### src/rtl/vec_mem_sequencer.sv
// vec_mem_sequencer: sits between the load/store stage and a single-word RAM port.
// Vector stores are split into LANES word writes and vector loads are gathered from
// LANES word reads. Scalar accesses take one beat. Requests that would run past the
// end of the RAM are answered with resp_err and never reach the memory.
module vec_mem_sequencer #(
   parameter int S    = 32,
   parameter int V    = 192,
   parameter int SIZE = 30015
) (
   input  logic         clk,
   input  logic         rst_n,
   input  logic         req_valid,
   output logic         req_ready,
   input  logic         req_we,
   input  logic         req_isVector,
   input  logic [S-1:0] req_addr,
   input  logic [V-1:0] req_wd,
   output logic         resp_valid,
   input  logic         resp_ready,
   output logic [V-1:0] resp_rd,
   output logic         resp_err,
   output logic         mem_we,
   output logic [S-1:0] mem_addr,
   output logic [S-1:0] mem_wd,
   input  logic [S-1:0] mem_rd
);

   localparam int LANES = V / S;
   localparam int LW    = $clog2(LANES + 1);

   localparam logic [1:0] ST_IDLE  = 2'd0;
   localparam logic [1:0] ST_WRITE = 2'd1;
   localparam logic [1:0] ST_READ  = 2'd2;
   localparam logic [1:0] ST_RESP  = 2'd3;

   logic [1:0]    state_q,    state_d;
   logic [LW-1:0] lane_q,     lane_d;
   logic [LW-1:0] last_q,     last_d;
   logic [V-1:0]  wd_q,       wd_d;
   logic [V-1:0]  resp_rd_q,  resp_rd_d;
   logic          resp_err_q, resp_err_d;
   logic          mem_we_q,   mem_we_d;
   logic [S-1:0]  mem_addr_q, mem_addr_d;
   logic [S-1:0]  mem_wd_q,   mem_wd_d;

   // One bit wider than the address so that addr+n cannot wrap past zero.
   logic [S:0]    req_n;
   logic [S:0]    req_end;
   logic          req_oob;

   // Bounds check of the incoming request: last word touched must be below SIZE.
   always_comb begin
      req_n   = req_isVector ? (S+1)'(LANES) : (S+1)'(1);
      req_end = {1'b0, req_addr} + req_n;
      req_oob = (req_end > (S+1)'(SIZE));
   end

   // Next-state and next-output logic for the beat sequencer.
   always_comb begin
      state_d    = state_q;
      lane_d     = lane_q;
      last_d     = last_q;
      wd_d       = wd_q;
      resp_rd_d  = resp_rd_q;
      resp_err_d = resp_err_q;
      mem_we_d   = 1'b0;
      mem_addr_d = mem_addr_q;
      mem_wd_d   = mem_wd_q;

      case (state_q)
         ST_IDLE: begin
            if (req_valid) begin
               lane_d     = '0;
               last_d     = req_isVector ? LW'(LANES - 1) : '0;
               resp_rd_d  = '0;
               resp_err_d = 1'b0;
               if (req_oob) begin
                  state_d    = ST_RESP;
                  resp_err_d = 1'b1;
               end else if (req_we) begin
                  // Beat 0 is launched straight from the request; the rest of the
                  // store data is kept pre-shifted so lane k is always at the bottom.
                  state_d    = ST_WRITE;
                  mem_we_d   = 1'b1;
                  mem_addr_d = req_addr;
                  mem_wd_d   = req_wd[S-1:0];
                  wd_d       = req_wd >> S;
               end else begin
                  state_d    = ST_READ;
                  mem_addr_d = req_addr;
               end
            end
         end

         ST_WRITE: begin
            if (lane_q == last_q) begin
               state_d = ST_RESP;
            end else begin
               mem_we_d   = 1'b1;
               mem_addr_d = mem_addr_q + S'(1);
               mem_wd_d   = wd_q[S-1:0];
               wd_d       = wd_q >> S;
               lane_d     = lane_q + LW'(1);
            end
         end

         ST_READ: begin
            // RAM answers combinationally for the address on mem_addr this cycle.
            for (int k = 0; k < LANES; k++) begin
               if (lane_q == LW'(k)) begin
                  resp_rd_d[k*S +: S] = mem_rd;
               end
            end
            if (lane_q == last_q) begin
               state_d = ST_RESP;
            end else begin
               mem_addr_d = mem_addr_q + S'(1);
               lane_d     = lane_q + LW'(1);
            end
         end

         ST_RESP: begin
            if (resp_ready) begin
               state_d = ST_IDLE;
            end
         end

         default: begin
            state_d = ST_IDLE;
         end
      endcase
   end

   // State, lane counter and all externally visible registers.
   always_ff @(posedge clk) begin
      if (!rst_n) begin
         state_q    <= ST_IDLE;
         lane_q     <= '0;
         last_q     <= '0;
         resp_rd_q  <= '0;
         resp_err_q <= 1'b0;
         mem_we_q   <= 1'b0;
         mem_addr_q <= '0;
         mem_wd_q   <= '0;
      end else begin
         state_q    <= state_d;
         lane_q     <= lane_d;
         last_q     <= last_d;
         resp_rd_q  <= resp_rd_d;
         resp_err_q <= resp_err_d;
         mem_we_q   <= mem_we_d;
         mem_addr_q <= mem_addr_d;
         mem_wd_q   <= mem_wd_d;
      end
   end

   // Pending store lanes; only meaningful while a write burst is in flight.
   always_ff @(posedge clk) begin
      wd_q <= wd_d;
   end

   assign req_ready  = (state_q == ST_IDLE);
   assign resp_valid = (state_q == ST_RESP);
   assign resp_rd    = resp_rd_q;
   assign resp_err   = resp_err_q;
   assign mem_we     = mem_we_q;
   assign mem_addr   = mem_addr_q;
   assign mem_wd     = mem_wd_q;

endmodule

### config.mk
export PLATFORM = sky130hd
export DESIGN_NAME = vec_mem_sequencer
export DESIGN_NICKNAME = d
export VERILOG_FILES = /design/src/rtl/vec_mem_sequencer.sv
export SDC_FILE = /design/constraint.sdc
export NUM_CORES = 1
export LEC_CHECK = 0
export BUFFER_PORTS_ARGS = -buffer_cell sky130_fd_sc_hd__buf_2
export CORE_MARGIN = 5
export CORE_UTILIZATION = 40
export DETAILED_ROUTE_END_ITERATION = 6
export GPL_ROUTABILITY_DRIVEN = 0
export PLACE_DENSITY = 0.69
export RECOVER_POWER = 100
export SLEW_MARGIN = 25
export SYNTH_ARGS = -nofsm -noshare
export SYNTH_HDL_FRONTEND = slang
export SYNTH_SLANG_ARGS = --single-unit
### constraint.sdc
create_clock -name clk -period 15.6 [get_ports clk]
set_input_delay 2.34 -clock clk [delete_from_list [all_inputs] [get_ports clk]]
set_output_delay 2.34 -clock clk [all_outputs]
set_load 0.01 [all_outputs]
==> qor.csv <==
stage,metric,value,unit
synth,ys_seq_area_frac,0.544,
routing,dr_wl_met2,30.0,mm
hold_path,hold_class,reg -> reg,
critical_path,cp_num_buf_inv,5,
critical_path,arrival,9.44,ns
global_route,grt_pass1_vias,15800,
synth,yosys_warnings,0,
critical_path,crit_start,req_isVector,
critical_path,cp_data_required_time,15.79,ns
final_layout,drive_gt1_frac,0.215,
critical_path,critPathKind,in -> reg,
synth,ys_ff_latch,424,
floorplanning,dieArea,50700,sq um
routing,dr_wl_met3,5.32,mm
synth,yosys.cell_types.count,78,
critical_path,slowest_stage,o21ai_0,
timing,setup_viol,0,
routing,wl_met1,23.0,mm
placed_design,numPortBuffers,521,
timing,finalMaxSlewViolations,560,
clocking,clock-root-buffer,clkbuf_16,
critical_path,crit_chain,"clkbuf_1, inv_1, ha_1, inv_1, fa_1, nor2b_1, o21ai_0, o41a_1, o32a_1, o211ai_1, o2111ai_1, o21ai_0, buf_4, buf_6",
timing,finClkSkew,0.0183,ns
global_route,grt_max_degree,102,
synth,yosysMostFrequentCell,nand2_1,
critical_path,start_kind,input port,
critical_path,cp_top_family,compound AO/OA/AOI/OAI gates,
global_route,antenna_found_initial,15,
floorplanning,pin_count,522,
synth,synthCells,1925,
outcome,status,finished with violations,
synth,syn-cell-area,18500,sq um
floorplanning,core,45600,sq um
synth,asyncSetResetFlopFracSynth,0,
floorplanning,rows,78,
pwr,powerDensity,165,nW/um^2
routing,viasPerCell,5.44,
clocking,clk_pin_slew,0.06,ns
timing,finalSetupTns,0,ns
synth,synth_top_area_cell,dfxtp_1,
floorplanning,initial_utilization,0.407,
global_route,grt_overflow,0,
synth,synth_edf_count,160,
global_route,grt_use_total,0.224,
clocking,cts_resized,0,
floorplanning,die_y,225,um
routing,drc_errors,0,
pwr,p_leak,7.99,nW
routing,finalWirelength,61.0,mm
clocking,cts_made_buffers,47,
timing,max_freq,0.108,GHz
hold_path,min_from,resp_rd[52],
clocking,cts_tree,built,
routing,highest_layer,met5,
routing,drt_iter0_drc,1500,
clocking,cts.sinks,424,
final_layout,finalInstanceArea,22700,sq um
critical_path,reg2reg_from,state_q[1],
timing,hold_viol,0,
synth,synth_flop_cell,dfxtp_1,
synth,synth_top_area_frac,0.285,
placed_design,postPlaceCellArea,21600,sq um
job,maxCapViolCount,11,
final_layout,area_delta_synth_final,22.5,%
critical_path,end_kind,flip-flop,
clocking,cts_buffer_depth,3,
floorplanning,die_x,225,um
routing,num_vias,16400,
synth,synth_common_cells,"nand2_1 (455), dfxtp_1 (264), a21oi_1 (250)",
clocking,cts_setup_buffers,0,
placed_design,dp_hpwl,42.9,mm
timing,worst_pin_slew,4.48,ns
outcome,violations,"capacitance limit, slew limit",
clocking,cts.htree.levels,2,
timing,layout_setup_ws,6.35,ns
pwr,peakVddDrop,119,uV
critical_path,slowest_delay,2.32,ns
routing,ant_nets,0,
timing,fin_crit_sh,0.593,
synth,yosys-top-cells-area,"dfxtp_1 (29%), edfxtp_1 (26%), nand2_1 (9.2%)",
timing,rsz0062_at_grt,no,
final_layout,num-nets-final,2640,
critical_path,crit_fanout,88,
routing,wire_per_inst,20.3,um
placed_design,place_ws,7.50,ns
synth,synth_nets,2201,
clocking,cts_hold_buffers,0,
global_route,grt_pass1_wl,90.6,mm
timing,period_needed,9.25,ns
routing,firstDrtPassIters,6,
synth,avgSynthCellArea,9.63,sq um
timing,relSlewSlack,-1.99,
clocking,clock_latency,0.58,ns
[tightest hold or removal path: stages, from the launching register on]
cell     delay [ns]
dfxtp_1        0.31
nand2_1        0.05
a21oi_1        0.05
[state kept, by name, indices dropped and copies added (netlist names)]
register,cells
wd_q,160
last_q,1
state_q,2
mem_addr,32
resp_err,1
lane_q,3
mem_wd,32
mem_we,1
resp_rd,192
[final timing paths]
check	end	slack, ns	depth (start not counted)
max	wd_q[26]	6.35	14
min	resp_rd[52]	0.45	2
max reg2reg	mem_wd[27]	6.68	7
min reg2reg	resp_rd[52]	0.45	2
[per-stage QoR]
| stage | hold WS (ns) | util | power [mW] | std cells |
|---|---|---|---|---|
| after detailed placement | 0.443 | 0.473 | 2.65 | 2915 |
| final | 0.454 | 0.498 | 3.73 | 3012 |
| after global placement | 0.440 | 0.473 | 2.63 | 2915 |
| after floorplan | 0.446 | - | 2.21 | 1925 |
| after CTS | 0.451 | 0.507 | 3.77 | 3002 |
| after global routing | 0.468 | 0.498 | 3.92 | 3011 |
[power breakdown]
group	internal (mW)	total, mW	switching [mW]
clock	0.654	1.11	0.458
combinational	0.395	1.25	0.854
sequential	1.30	1.37	0.0764
total	2.35	3.73	1.39
[cell usage in the layout, fill, tap and decap left out, types with 11 or more instances in the layout]
cell type  netlist  routed
nand2_1        455     456
mux2_2         130     110
inv_1           32      31
buf_2            5     258
clkbuf_16        0      47
ha_1            13      13
nand3_1         29      29
nor3_1          18      18
nor2b_1         36      36
edfxtp_1       160     160
a21oi_1        250     243
dfxtp_1        264     264
o41ai_1         10      11
nor2_1         104     104
and2_1          36      36
o221a_2         33      33
and3_1          12      12
nand4_1         18      18
clkbuf_1       141     280
o21ai_0         17      18
buf_4            0      19
mux2_1           0      20
[cells by family after synthesis]
logic type / share of synthesized area
and+or+nand+nor: 0.178
DFF: 0.544
AOI/OAI and AO/OA: 0.146
buffers and inverters: 0.0392
muxes: 0.0801
adders and majority gates: 0.00986
xor gates and xnor gates: 0.00236
[routing by layer]
| metal | vias up | track usage |
|---|---|---|
| met3 | 173 | 0.0550 |
| li1 | 7669 | - |
| met1 | 7763 | 0.277 |
| met5 | - | 0 |
| met4 | 12 | 0.0996 |
| met2 | 760 | 0.373 |
[area by class of cell]
type                    instances  area [sq um]
fillers                      4355         22900
well taps                     600           751
multi-input cells            1311          7680
inverters                      32           121
flip-flops and latches        424         10100
repair buffers                548          2460
clock buffers                  67          1350
diodes                         10          25.0
clock inverters                20           225
Note: power is estimated with default switching activity, not from simulation.
